### src/rtl/iir_pkg.sv
// Shared types and defaults for the iir_mac_sched first-order IIR datapath.
// One shared 24x16 multiplier produces every product.
package iir_pkg;

    localparam int DW_DEF    = 8;
    localparam int OW_DEF    = 16;
    localparam int CW        = 8;
    localparam int A_RST_DEF = -1;
    localparam int B_RST_DEF = 4;
    localparam int ACC_W     = 40;
    localparam int MUL_AW    = 24;
    localparam int MUL_BW    = 16;

    typedef enum logic [2:0] {
        IDLE,
        PRE0,
        PRE1,
        MAC0,
        MAC1,
        MAC2,
        MAC3,
        OUT
    } state_t;

endpackage

### src/rtl/iir_mac_sched_if.sv
// Sample, result and coefficient-load signals of iir_mac_sched.
// The DUT attaches through the slave modport.
interface iir_mac_sched_if
    import iir_pkg::*;
#(
    parameter int DW = DW_DEF,
    parameter int OW = OW_DEF
) ();

    logic                 cfg_we;
    logic signed [CW-1:0] cfg_a;
    logic signed [CW-1:0] cfg_b;
    logic                 cfg_err;
    logic                 in_valid;
    logic                 in_ready;
    logic signed [DW-1:0] in_data;
    logic                 out_valid;
    logic                 out_ready;
    logic signed [OW-1:0] out_data;
    logic                 busy;

    modport master (
        output cfg_we, cfg_a, cfg_b, in_valid, in_data, out_ready,
        input  cfg_err, in_ready, out_valid, out_data, busy
    );

    modport slave (
        input  cfg_we, cfg_a, cfg_b, in_valid, in_data, out_ready,
        output cfg_err, in_ready, out_valid, out_data, busy
    );

endinterface

### src/rtl/iir_mul.sv
// Shared signed 24x16 -> 40 combinational multiplier.
module iir_mul
    import iir_pkg::*;
(
    input  logic signed [MUL_AW-1:0] a,
    input  logic signed [MUL_BW-1:0] b,
    output logic signed [ACC_W-1:0]  p
);

    assign p = ACC_W'(a) * ACC_W'(b);

endmodule

### src/rtl/iir_mac_sched.sv
// First-order IIR y(n) = b*x(n) + ab*x(n-1) + a2b*x(n-2) + a*y(n-1), one product per
// clock on a single shared multiplier; ab and a2b are precomputed after each coefficient load.
module iir_mac_sched
    import iir_pkg::*;
#(
    parameter int DW    = DW_DEF,
    parameter int OW    = OW_DEF,
    parameter int A_RST = A_RST_DEF,
    parameter int B_RST = B_RST_DEF
) (
    input logic            clk,
    input logic            rst,
    iir_mac_sched_if.slave bus
);

    localparam logic signed [CW-1:0]     A_INIT   = CW'(A_RST);
    localparam logic signed [CW-1:0]     B_INIT   = CW'(B_RST);
    localparam logic signed [MUL_BW-1:0] AB_INIT  = MUL_BW'(A_RST * B_RST);
    localparam logic signed [MUL_AW-1:0] A2B_INIT = MUL_AW'(A_RST * A_RST * B_RST);

    state_t state;
    state_t state_nxt;

    logic signed [CW-1:0]     a_q;
    logic signed [CW-1:0]     b_q;
    logic signed [MUL_BW-1:0] ab_q;
    logic signed [MUL_AW-1:0] a2b_q;
    logic signed [DW-1:0]     xn_q;
    logic signed [DW-1:0]     x1_q;
    logic signed [DW-1:0]     x2_q;
    logic signed [OW-1:0]     y1_q;
    logic signed [ACC_W-1:0]  acc_q;
    logic                     cfg_err_q;

    logic                     in_ready;
    logic                     out_valid;
    logic                     busy;
    logic                     accept;
    logic signed [MUL_AW-1:0] mul_a;
    logic signed [MUL_BW-1:0] mul_b;
    logic signed [ACC_W-1:0]  prod;
    logic signed [ACC_W-1:0]  acc_sum;

    // NOTE: sequential state uses <= so every register samples pre-edge values.
    always_ff @(posedge clk) begin
        if (rst) state <= IDLE;
        else     state <= state_nxt;
    end

    always_comb begin
        state_nxt = state;
        unique case (state)
            IDLE: begin
                if (bus.cfg_we)  state_nxt = PRE0;
                else if (accept) state_nxt = MAC0;
            end
            PRE0:    state_nxt = PRE1;
            PRE1:    state_nxt = IDLE;
            MAC0:    state_nxt = MAC1;
            MAC1:    state_nxt = MAC2;
            MAC2:    state_nxt = MAC3;
            MAC3:    state_nxt = OUT;
            OUT:     if (bus.out_ready) state_nxt = IDLE;
            default: state_nxt = IDLE;
        endcase
    end

    // NOTE: every output gets a default first, so no state leaves a latch behind.
    always_comb begin
        in_ready  = 1'b0;
        out_valid = 1'b0;
        busy      = (state != IDLE);
        mul_a     = '0;
        mul_b     = '0;
        unique case (state)
            IDLE: in_ready = !bus.cfg_we && !rst;
            PRE0: begin mul_a = MUL_AW'(a_q);  mul_b = MUL_BW'(b_q);  end
            PRE1: begin mul_a = MUL_AW'(a_q);  mul_b = ab_q;          end
            MAC0: begin mul_a = MUL_AW'(b_q);  mul_b = MUL_BW'(xn_q); end
            MAC1: begin mul_a = MUL_AW'(ab_q); mul_b = MUL_BW'(x1_q); end
            MAC2: begin mul_a = a2b_q;         mul_b = MUL_BW'(x2_q); end
            MAC3: begin mul_a = MUL_AW'(a_q);  mul_b = MUL_BW'(y1_q); end
            OUT:  out_valid = 1'b1;
            default: ;
        endcase
    end

    assign accept  = bus.in_valid && in_ready;
    assign acc_sum = acc_q + prod;

    iir_mul u_mul (
        .a (mul_a),
        .b (mul_b),
        .p (prod)
    );

    // NOTE: history and accumulator are reset too, so a sample aborted by rst leaves no trace.
    always_ff @(posedge clk) begin
        if (rst) begin
            a_q       <= A_INIT;
            b_q       <= B_INIT;
            ab_q      <= AB_INIT;
            a2b_q     <= A2B_INIT;
            xn_q      <= '0;
            x1_q      <= '0;
            x2_q      <= '0;
            y1_q      <= '0;
            acc_q     <= '0;
            cfg_err_q <= 1'b0;
        end else begin
            cfg_err_q <= bus.cfg_we && (state != IDLE);
            unique case (state)
                IDLE: begin
                    if (bus.cfg_we) begin
                        a_q  <= bus.cfg_a;
                        b_q  <= bus.cfg_b;
                        x1_q <= '0;
                        x2_q <= '0;
                        y1_q <= '0;
                    end else if (accept) begin
                        xn_q <= bus.in_data;
                    end
                end
                PRE0:       ab_q  <= prod[MUL_BW-1:0];
                PRE1:       a2b_q <= prod[MUL_AW-1:0];
                MAC0:       acc_q <= prod;
                MAC1, MAC2: acc_q <= acc_sum;
                MAC3: begin
                    // History shifts as the result becomes visible in OUT.
                    acc_q <= acc_sum;
                    y1_q  <= acc_sum[OW-1:0];
                    x1_q  <= xn_q;
                    x2_q  <= x1_q;
                end
                default: ;
            endcase
        end
    end

    assign bus.in_ready  = in_ready;
    assign bus.out_valid = out_valid;
    assign bus.busy      = busy;
    assign bus.out_data  = acc_q[OW-1:0];
    assign bus.cfg_err   = cfg_err_q;

endmodule
### src/flat_wrapper.sv
// flat-port wrapper written by rule: the top's interface ports become plain ports
module iir_mac_sched_flat import iir_pkg::*;
#(
    parameter int DW    = DW_DEF,
    parameter int OW    = OW_DEF,
    parameter int A_RST = A_RST_DEF,
    parameter int B_RST = B_RST_DEF
)
  (clk, rst, bus_cfg_we, bus_cfg_a, bus_cfg_b, bus_in_valid, bus_in_data, bus_out_ready, bus_cfg_err, bus_in_ready, bus_out_valid, bus_out_data, bus_busy);
  iir_mac_sched_if #(.DW(DW), .OW(OW)) bus_i ();
  input logic clk;
  input logic rst;
  input wire logic [$bits(bus_i.cfg_we)-1:0] bus_cfg_we;
  input wire logic [$bits(bus_i.cfg_a)-1:0] bus_cfg_a;
  input wire logic [$bits(bus_i.cfg_b)-1:0] bus_cfg_b;
  input wire logic [$bits(bus_i.in_valid)-1:0] bus_in_valid;
  input wire logic [$bits(bus_i.in_data)-1:0] bus_in_data;
  input wire logic [$bits(bus_i.out_ready)-1:0] bus_out_ready;
  output wire logic [$bits(bus_i.cfg_err)-1:0] bus_cfg_err;
  output wire logic [$bits(bus_i.in_ready)-1:0] bus_in_ready;
  output wire logic [$bits(bus_i.out_valid)-1:0] bus_out_valid;
  output wire logic [$bits(bus_i.out_data)-1:0] bus_out_data;
  output wire logic [$bits(bus_i.busy)-1:0] bus_busy;
  assign bus_i.cfg_we = bus_cfg_we;
  assign bus_i.cfg_a = bus_cfg_a;
  assign bus_i.cfg_b = bus_cfg_b;
  assign bus_i.in_valid = bus_in_valid;
  assign bus_i.in_data = bus_in_data;
  assign bus_i.out_ready = bus_out_ready;
  assign bus_cfg_err = bus_i.cfg_err;
  assign bus_in_ready = bus_i.in_ready;
  assign bus_out_valid = bus_i.out_valid;
  assign bus_out_data = bus_i.out_data;
  assign bus_busy = bus_i.busy;
  iir_mac_sched #(.DW(DW), .OW(OW), .A_RST(A_RST), .B_RST(B_RST)) u_core (.clk(clk), .rst(rst), .bus(bus_i));
endmodule
### config.mk
export PLATFORM = sky130hd
export DESIGN_NAME = iir_mac_sched_flat
export DESIGN_NICKNAME = d
export VERILOG_FILES = /design/src/rtl/iir_pkg.sv /design/src/rtl/iir_mac_sched_if.sv /design/src/rtl/iir_mul.sv /design/src/rtl/iir_mac_sched.sv /design/src/flat_wrapper.sv
export SDC_FILE = /design/constraint.sdc
export NUM_CORES = 1
export LEC_CHECK = 0
export ABC_CLOCK_PERIOD_IN_PS = 22400
export BUFFER_PORTS_ARGS = -buffer_cell sky130_fd_sc_hd__buf_2
export CORE_AREA = 2 2 197 199
export DETAILED_ROUTE_END_ITERATION = 16
export DIE_AREA = 0 0 199 201
export GPL_ROUTABILITY_DRIVEN = 1
export PLACE_DENSITY = 0.7
export SYNTH_ARGS = -nofsm -noshare
export SYNTH_HDL_FRONTEND = slang
export SYNTH_HIERARCHICAL = 1
export SYNTH_SLANG_ARGS = --single-unit
### constraint.sdc
create_clock -name clk -period 22.4 [get_ports clk]
set_clock_uncertainty 0.15 [all_clocks]
set_input_delay 4.48 -clock clk [delete_from_list [all_inputs] [get_ports clk]]
set_output_delay 4.48 -clock clk [all_outputs]
set_load 0.01 [all_outputs]
# --- Word-level counts from Yosys, hierarchy flattened ---
# Cells that the tools add are included.
classes:
  n_addsub: 1
  n_mul: 1
  n_eq_ne: 10
  mux: 14
  bitwise: 1
  n_reduce_logical: 15
ops:
  columns: ["op", "count"]
  rows:
  - ["16-bit case mux with 6 select lines", 1]
  - ["24-bit case mux with 4 select lines", 1]
  - ["40-bit case mux with 2 select lines", 1]
  - ["40-bit adder", 1]
  - ["24-bit by 16-bit multiplier with 40-bit output", 1]
  - ["16-bit case mux with 2 select lines", 1]
  - ["8-bit case mux with 2 select lines", 2]
  - ["3-bit case mux with 8 select lines", 1]
  - ["16-bit two-way mux", 1]
  - ["3-bit equality test (second input constant)", 4]
  - ["3-bit two-way mux", 3]
  - ["8-bit two-way mux", 1]
  - ["3-bit by 2-bit equality test with 1-bit output (second input constant)", 2]
  - ["2-bit AND reduction", 3]
  - ["3-bit OR reduction", 2]
  - ["2-bit inequality test (second input constant)", 2]
  - ["2-bit nonzero test", 2]
  - ["3-bit by 1-bit equality test with 1-bit output (second input constant)", 1]
  - ["1-bit logical AND", 3]
  - ["3-bit zero test", 1]
  - ["3-bit by 2-bit inequality test with 1-bit output (second input constant)", 1]
  - ["3-bit AND reduction", 1]
  - ["3-bit nonzero test", 1]
  - ["1-bit zero test", 2]
  - ["other kinds (2)", 3]
word_totals:
  register_bits: 140
  in_bits: 29

# --- Logic depth before layout (Yosys ltp) ---
# Gate-level depths: netlist of run 1.
depth:
  ltp_word: 7
  mapped_depth: 34
  mapped_depth_nobuf: 32

# --- Cells and area by module ---
# Netlist of run 1, hierarchy kept.
modules_own_cells:
  columns: ["module", "instances", "cells_per_inst", "area_per_inst_um2"]
  rows:
  - ["iir_mul", 1, 1607, 14048.5]
  - ["iir_mac_sched", 1, 742, 6099.6]

# --- Least setup slack after synthesis of run 1 ---
# No wires, ideal clock.
synth_path:
  path_type: "input port to output port"
  from: "in bus_cfg_we"
  to: "out bus_in_ready"
  arrival_ns: 4.821
  setup_slack_ns: 12.949
  cell_stages: 1
  path_buffers: 0
  path_cell_list: "nor3_4"
synth_between:
  elab_chain_len: 3
synth_lines:
  columns: ["element", "line", "source"]
  rows:
  - ["from (decl)", "flat_wrapper.sv:13", "input wire logic [$bits(bus_i.cfg_we)-1:0] bus_cfg_we;"]
  - ["1-bit zero test", "iir_mac_sched.sv:76", "IDLE: in_ready = !bus.cfg_we && !rst;"]
  - ["1-bit logical AND", "iir_mac_sched.sv:76", null]
  - ["1-bit two-way mux", "iir_mac_sched.sv:75", "unique case (state)"]
  - ["to (decl)", "flat_wrapper.sv:20", "output wire logic [$bits(bus_i.in_ready)-1:0] bus_in_ready;"]
# No other way between the ends.

# --- Worst setup path after layout of run 1 ---
layout_path:
  from: "in rst"
  to: "out bus_in_ready"
layout_between:
  elab_chain_len: 3
layout_lines:
  columns: ["element", "line", "source"]
  rows:
  - ["from (decl)", "flat_wrapper.sv:12", "input logic rst;"]
  - ["1-bit zero test", "iir_mac_sched.sv:76", null]
  - ["1-bit logical AND", "iir_mac_sched.sv:76", null]
  - ["1-bit two-way mux", "iir_mac_sched.sv:75", null]
# No other way between the ends.

==> results of run 1 <==
[worst max path at each step]
| stage | from | to | slack (ns) |
|---|---|---|---|
| final | rst | bus_in_ready | 12.29 |
| after global routing | rst | bus_in_ready | 12.21 |
| after CTS | rst | bus_in_ready | 12.28 |
| after detailed placement | rst | bus_in_ready | 12.27 |
| after global placement | rst | bus_in_ready | 12.31 |
| after floorplan | bus_cfg_we | bus_in_ready | 12.95 |
[worst max-delay path, delay by kind of cell]
kind	cells	cell delay, ns
simple gates	1	0.40
buf+inv	3	0.57
[report_power, final]
part	switching (mW)	leakage [nW]	internal, mW
combinational	0.861	3.95	0.472
clock	0.0745	0.130	0.0761
sequential	0.0238	0.879	0.222
[flip-flops by register name, summed over array words and instances (netlist names), 8 cells and up]
register / count
u_core/a2b_q: 16
u_core/ab_q: 16
u_core/acc_q: 16
u_core/y1_q: 16
u_core/a_q: 8
u_core/b_q: 8
u_core/x1_q: 8
u_core/x2_q: 8
u_core/xn_q: 8
[area by class of cell]
cell class,instances,area share [%]
timing repair buffer,68,3.55
clock buffer,11,2.12
sequential,108,19.7
multi-input combinational,875,63.6
clock inverter,5,0.318
inverter,143,4.88
tap,518,5.89
[per-stage QoR]
step	cells	hold WS (ns)	total power, mW	utilization (%)
detailed placement	1712	0.298	1.56	28.2
finish	1728	0.303	1.73	28.9
global placement	1712	0.292	1.53	28.2
floorplan	1229	0.276	1.20	-
CTS	1728	0.306	1.72	28.9
global route	1728	0.329	1.90	28.9
[per-layer routing]
metal  routed length, um  vias up  track usage, %
met3                1510       30            1.71
met4                 416        0            3.36
met1               11800     4153            18.2
li1                    -     3963               -
met2               12500      270            22.1
met5                   0        -               0
==> flow_summary_export.csv, run 1 <==
group,metric,value,unit
detailed_routing,vias,8416,
run,cap_viol_max_count,0,
clocking,cts_buffer_depth,2,
finish,drive_above_1_share,8.18,%
critical_path,cp.arrival,5.48,ns
critical_path,cp-end-kind,"primary output",
timing,fin_ws,12.29,ns
synthesis,synth_nets,1430,
timing,rsz0062_at_grt,"no",
synthesis,yosysWarnings,6,
timing,max_freq,0.0989,GHz
synthesis,synth_area,0.0102,mm^2
critical_path,r2r_cells,28,
detailed_routing,ant_nets,0,
clocking,cts_hold_buf,0,
placement,dp_hpwl,19700,um
global_route,grt_pass1_wl,42700,um
finish,nets,1406,
detailed_routing,avgRoutedWirePerCell,15.2,um
timing,setup_viol,0,
finish,antenna_cells,0,
clocking,clkTransAtPathRegs,0.06,ns
timing,finalCritPeriodShare,45.1,%
outcome,outcome,"completed",
timing,hold_viol,0,
critical_path,crit_chain,"buf_2 > buf_4 > nor3_4 > buf_2",
detailed_routing,viasPerCell,4.87,
clocking,cts-root-buf,"clkbuf_16",
timing,post-route-min-period,10.11,ns
timing,slew_headroom,5.92,%
global_route,track_usage,13.3,%
die,die_y,201,um
hold_path,min_from,"u_core/a2b_q[7]",
finish,nFillCells,4003,
clocking,post_cts_resize_count,0,
critical_path,required,17.77,ns
die,initial_core_util,26.7,%
clocking,h-tree-depth,3,
detailed_routing,drc,0,
die,core.rowCount,72,
global_route,grt_max_degree,58,
die,dieArea,0.0400,mm^2
clocking,cts_setup_buffers,0,
hold_path,min_to,"u_core/a2b_q[7]",
detailed_routing,drt_wl_total,26300,um
placement,io_buffers,48,
critical_path,r2r_slack,13.24,ns
global_route,antenna_found_initial,0,
global_route,grt_pass1_vias,8187,
pwr,power_density,157,mW/mm^2
finish,seq_area,0.00216,mm^2
placement,preCtsSetupSlack,12.27,ns
critical_path,rr_startpoint,"u_core/state[0]",
finish,layout_commonest_cell,"nand2_1",
clocking,cts_sinks,108,
synthesis,syn-instance-count,1229,
critical_path,path_common_cell,"buf_2",
detailed_routing,drt_pre_antenna_iters,5,
detailed_routing,dr.first_iter.drc_count,666,
placement,postPlaceCellArea,0.0107,mm^2
clocking,clkLatencyLatePin,0.35,ns
timing,slew_violations,0,
clocking,numCtsBuffers,9,
placement,gp_congestion,0.880,
timing,tightest_slew,1.40,ns
finish,multiInputGateArea,0.00699,mm^2
finish,fin_area,0.0110,mm^2
critical_path,critPathMaxFanout,51,
critical_path,r2r_end,"u_core/y1_q[15]",
critical_path,critPathSlowestCell,"nor3_4",
global_route,overflow,0,
synthesis,synth.avg_cell_area,8.27,um^2
finish,area_growth,8.22,%
critical_path,crit_path_start_kind,"input pin",
hold_path,min_path_type,"register to register",
pwr,leakage,4.96,nW
hold_path,holdPathStages,2,
finish,layout_common_cells,"nand2_1, inv_1, dfxtp_1, fa_1, a21oi_1",
critical_path,slowest_delay,0.40,ns
pwr,peakVddDrop,0.188,mV
clocking,cts_tree,"built",
die,die_w,199,um
die,ios,49,
critical_path,crit_type,"input pin to primary output",
timing,finalSetupTns,0,ns
die,coreArea,0.0381,mm^2
Note: power is estimated with default switching activity, not from simulation.
==> run 2, diff against run 1 <==
--- a/config.mk
+++ b/config.mk
@@ -5,13 +5,13 @@
 export SDC_FILE = /design/constraint.sdc
 export NUM_CORES = 1
 export LEC_CHECK = 0
-export ABC_CLOCK_PERIOD_IN_PS = 22400
+export ABC_CLOCK_PERIOD_IN_PS = 8600
 export BUFFER_PORTS_ARGS = -buffer_cell sky130_fd_sc_hd__buf_2
 export CORE_AREA = 2 2 197 199
 export DETAILED_ROUTE_END_ITERATION = 16
 export DIE_AREA = 0 0 199 201
 export GPL_ROUTABILITY_DRIVEN = 1
-export PLACE_DENSITY = 0.7
+export PLACE_DENSITY = 0.72
 export SYNTH_ARGS = -nofsm -noshare
 export SYNTH_HDL_FRONTEND = slang
 export SYNTH_HIERARCHICAL = 1
==> constraint.sdc (replaced) <==
create_clock -name clk -period 8.6 [get_ports clk]
set_clock_uncertainty 0.15 [all_clocks]
set_input_delay 1.72 -clock clk [delete_from_list [all_inputs] [get_ports clk]]
set_output_delay 1.72 -clock clk [all_outputs]
set_load 0.01 [all_outputs]
==> flow_summary_export.csv, run 2 (synthesized netlist as in run 1, its figures left out) <==
group,metric,value,unit
timing,post-route-min-period,8.20,ns
global_route,track_usage,13.6,%
timing,max_freq,0.122,GHz
global_route,grt_pass1_wl,43300,um
clocking,numCtsBuffers,9,
pwr,p_seq_share,14.2,%
timing,fin_ws,0.404,ns
pwr,pwr-share-clk,9.1,%
clocking,clkLatencyLatePin,0.37,ns
detailed_routing,ant_nets,0,
critical_path,required,8.77,ns
timing,hold_viol,0,
timing,finalSetupTns,0,ns
critical_path,rr_startpoint,"u_core/state[0]",
pwr,p_sw_share,54.9,%
die,die_y,201,um
critical_path,critPathSlowestCell,"fa_1",
clocking,h-tree-depth,3,
pwr,peakVddDrop,0.540,mV
placement,preCtsSetupSlack,0.277,ns
finish,nets,1414,
finish,layout_commonest_cell,"nand2_1",
timing,hold-worst-slack,0.309,ns
die,ios,49,
outcome,outcome,"completed",
die,initial_core_util,26.7,%
hold_path,min_path_type,"register to register",
global_route,antenna_found_initial,0,
detailed_routing,vias,8452,
global_route,grt_max_degree,52,
detailed_routing,viasPerCell,4.87,
clocking,clkTransAtPathRegs,0.08,ns
detailed_routing,avgRoutedWirePerCell,15.4,um
timing,finalCritPeriodShare,95.3,%
pwr,leakage,5.02,nW
detailed_routing,drt_pre_antenna_iters,5,
critical_path,crit_path_start,"u_core/state[0]",
die,coreArea,0.0381,mm^2
timing,rsz0062_at_grt,"no",
clocking,cts_sinks,108,
hold_path,holdPathStages,2,
finish,drive_above_1_share,9.03,%
timing,setup_viol,0,
detailed_routing,drc,0,
timing,tightest_slew,1.22,ns
global_route,overflow,0,
die,dieArea,0.0400,mm^2
timing,slew_headroom,18.6,%
critical_path,r2r_cells,28,
critical_path,critPathMaxFanout,31,
critical_path,cp.arrival,8.36,ns
clocking,cts_buffer_depth,2,
hold_path,min_from,"u_core/a2b_q[12]",
finish,antenna_cells,0,
run,cap_viol_max_count,0,
critical_path,cp-end-kind,"register",
timing,slew_violations,0,
placement,io_buffers,48,
die,die_w,199,um
finish,layout_common_cells,"nand2_1, inv_1, dfxtp_1, fa_1",
critical_path,slowest_delay,0.54,ns
detailed_routing,dr.first_iter.drc_count,551,
placement,gp_congestion,0.908,
pwr,intPower,2.06,mW
pwr,power_density,411,mW/mm^2
critical_path,crit_path_start_kind,"register",
pwr,p_sw,2.50,mW
clocking,cts_tree,"built",
clocking,cts_setup_buffers,0,
placement,dp_hpwl,20600,um
clocking,cts-root-buf,"clkbuf_16",
critical_path,crit_type,"register to register",
finish,area_growth,9.05,%
die,core.rowCount,72,
critical_path,path_common_cell,"fa_1",
pwr,combPwrFrac,76.7,%
global_route,grt_pass1_vias,8216,
detailed_routing,drt_wl_total,26800,um
[run 2: path summary, 6_finish.rpt]
path,to,slack [ns]
setup / recovery,u_core/acc_q[11],0.40
hold / removal,u_core/a2b_q[12],0.31
setup reg to reg,u_core/acc_q[11],0.40
hold reg to reg,u_core/a2b_q[12],0.31
[run 2: timing repair]
item                                    4_1_cts  5_1_grt
endpoints found under the setup margin        0        9
hold buffers                                  0        0
resized for setup                             0        3
[run 2: cell type report]
type	count	area, um^2
fill	4009	27000
multi-input combinational	875	7010
sequential	108	2160
tap	518	648
inverter	143	537
timing repair buffer	76	450
clock buffer	10	229
clock inverter	6	51.3
[run 2: worst max-delay path, delay by kind of cell, from the launching register on]
| family | cells | cell delay [ns] |
|---|---|---|
| xor+xnor | 2 | 0.80 |
| simple gates | 3 | 0.46 |
| buf+inv | 5 | 0.66 |
| fa+ha+maj | 8 | 3.41 |
| flops | 1 | 0.47 |
| compound gates | 9 | 1.77 |
| mux | 1 | 0.40 |
[run 2: power by group through the flow]
stage | clock, mW | sequential (mW) | combinational (mW)
floorplan | 0 | 0.639 | 2.48
finish | 0.415 | 0.648 | 3.49
detailed placement | 0 | 0.658 | 3.42
global placement | 0 | 0.656 | 3.36
CTS | 0.417 | 0.646 | 3.47
global route | 0.435 | 0.657 | 3.87
[run 2: metrics by stage]
step | area [um^2] | power, mW | cells | utilization (%)
after global placement | 10800 | 4.02 | 1720 | 28.3
after global routing | 11100 | 4.97 | 1736 | 29.1
after CTS | 11100 | 4.53 | 1736 | 29.1
after detailed placement | 10800 | 4.08 | 1720 | 28.3
after floorplan | 10200 | 3.11 | 1229 | -
final | 11100 | 4.55 | 1736 | 29.1
[run 2: metal layers]
layer / track usage, % / share of wire, % / vias up
met5: 0 / 0 / -
met4: 4.37 / 2.5 / 0
met3: 2.18 / 5.2 / 51
met2: 22.2 / 47 / 240
met1: 18.3 / 45 / 4176
li1: - / - / 3985
==> run 3, diff against run 2 <==
--- a/config.mk
+++ b/config.mk
@@ -5,7 +5,7 @@
 export SDC_FILE = /design/constraint.sdc
 export NUM_CORES = 1
 export LEC_CHECK = 0
-export ABC_CLOCK_PERIOD_IN_PS = 8600
+export ABC_CLOCK_PERIOD_IN_PS = 7050
 export BUFFER_PORTS_ARGS = -buffer_cell sky130_fd_sc_hd__buf_2
 export CORE_AREA = 2 2 197 199
 export DETAILED_ROUTE_END_ITERATION = 16
==> constraint.sdc (replaced) <==
create_clock -name clk -period 7.05 [get_ports clk]
set_clock_uncertainty 0.15 [all_clocks]
set_input_delay 1.41 -clock clk [delete_from_list [all_inputs] [get_ports clk]]
set_output_delay 1.41 -clock clk [all_outputs]
set_load 0.01 [all_outputs]
==> flow_summary_export.csv, run 3 (synthesized netlist as in run 1, its figures left out) <==
group,metric,value,unit
finish,nets,1569,
die,core.rowCount,72,
hold_path,min_path_type,"register to register",
critical_path,cp-end-kind,"register",
finish,antenna_cells,0,
clocking,h-tree-depth,3,
global_route,antenna_found_initial,0,
finish,nFillCells,3832,
finish,drive_above_1_share,26.7,%
timing,hold_viol,0,
timing,tightest_slew,1.12,ns
timing,slew_violations,0,
pwr,p_total,8.04,mW
critical_path,crit_path_start_kind,"register",
detailed_routing,drt_wl_total,29800,um
detailed_routing,drc,0,
clocking,cts-root-buf,"clkbuf_16",
placement,gp_congestion,0.913,
pwr,peakVddDrop,0.740,mV
global_route,track_usage,14.9,%
placement,io_buffers,48,
critical_path,slowest_delay,0.55,ns
finish,area_growth,27.3,%
timing,rsz0062_at_grt,"yes",
run,cap_viol_max_count,0,
timing,post-route-min-period,7.02,ns
pwr,leakage,5.91,nW
clocking,cts_tree,"built",
clocking,clkLatencyLatePin,0.36,ns
detailed_routing,drt_pre_antenna_iters,5,
finish,layout_commonest_cell,"nand2_1",
die,die_y,201,um
timing,finalSetupTns,0,ns
clocking,cts_sinks,108,
die,coreArea,0.0381,mm^2
finish,layout_common_cells,"nand2_1, buf_4, inv_1, dfxtp_1, fa_1",
clocking,cts_buffer_depth,2,
timing,finalCritPeriodShare,99.5,%
pwr,power_density,621,mW/mm^2
global_route,grt_pass1_vias,9127,
die,die_w,199,um
global_route,met1_usage,20.2,%
critical_path,path_common_cell,"inv_1",
detailed_routing,ant_nets,0,
clocking,clkTransAtPathRegs,0.08,ns
global_route,grt_use_met2,24.2,%
critical_path,required,7.15,ns
die,initial_core_util,26.7,%
global_route,grt_max_degree,52,
clocking,numCtsBuffers,9,
global_route,use_met3,1.83,%
global_route,top_usage_layer,"met2",
outcome,outcome,"completed",
critical_path,critPathMaxFanout,7,
detailed_routing,vias,9072,
critical_path,critPathSlowestCell,"fa_2",
placement,dp_hpwl,23000,um
detailed_routing,avgRoutedWirePerCell,15.8,um
timing,slew_headroom,25.6,%
critical_path,cp.arrival,7.11,ns
detailed_routing,dr.first_iter.drc_count,572,
global_route,grt_pass1_wl,47500,um
timing,setup_viol,0,
timing,max_freq,0.143,GHz
global_route,overflow,0,
die,ios,49,
critical_path,crit_type,"register to register",
detailed_routing,viasPerCell,4.80,
die,dieArea,0.0400,mm^2
## run 3: layout make-up
type	count	area [um^2]	share of cell area (%)
Inverter	143	537	4.15
Sequential cell	108	2170	16.8
Clock buffer	10	229	1.77
Multi-Input combinational cell	875	7590	58.6
Clock inverter	6	81.3	0.628
Tap cell	518	648	5.01
Timing Repair Buffer	231	1690	13.0
## run 3: power breakdown
group	total (mW)	internal, mW	switching [mW]
Clock	0.535	0.284	0.251
Sequential	0.803	0.706	0.0974
Combinational	6.70	3.23	3.47
Total	8.04	4.22	3.82
## run 3: through the flow
stage | setup WS [ns] | instance area (um^2) | hold slack, ns | utilization (%) | std cells
floorplan | -0.000559 | 10200 | 0.276 | - | 1229
global route | -0.286 | 12900 | 0.338 | 34.0 | 1891
detailed placement | -0.342 | 11700 | 0.300 | 30.8 | 1842
CTS | -0.0175 | 12400 | 0.312 | 32.5 | 1877
global placement | -0.263 | 11700 | 0.292 | 30.8 | 1842
finish | 0.0326 | 12900 | 0.319 | 34.0 | 1891
## run 3: path summary, 6_finish.rpt
kind                                       start          endpoint  slack, ns  depth (start not counted)
worst min register to register  u_core/a2b_q[14]  u_core/a2b_q[14]       0.32                          2
worst min-delay path            u_core/a2b_q[14]  u_core/a2b_q[14]       0.32                          2
worst max register to register   u_core/state[0]   u_core/y1_q[15]       0.03                         32
worst max-delay path             u_core/state[0]   u_core/y1_q[15]       0.03                         32
## run 3: metal layers
| metal | vias to the layer above | part of all wire (%) |
|---|---|---|
| li1 | 4297 | - |
| met1 | 4439 | 44 |
| met2 | 282 | 48 |
| met3 | 54 | 5.1 |
| met4 | 0 | 3.1 |
| met5 | - | 0 |
## run 3: what timing repair did
| item | 4_1_cts | 5_1_grt |
|---|---|---|
| gates resized for setup | 49 | 96 |
| gates cloned | 0 | 0 |
| pin swaps | 26 | 80 |
| hold buffers | 0 | 0 |
| endpoints found under the setup margin | 13 | 14 |
| setup buffers | 19 | 16 |
## run 3: worst max-delay path, delay by kind of cell (launching register included)
kind	cells	cell delay, ns
and+or+nand+nor	5	0.61
adders and majority gates	8	2.94
buffers and inverters	6	0.57
xor gates and xnor gates	2	0.31
AOI/OAI and AO/OA	10	1.80
muxes	1	0.16
DFF	1	0.37
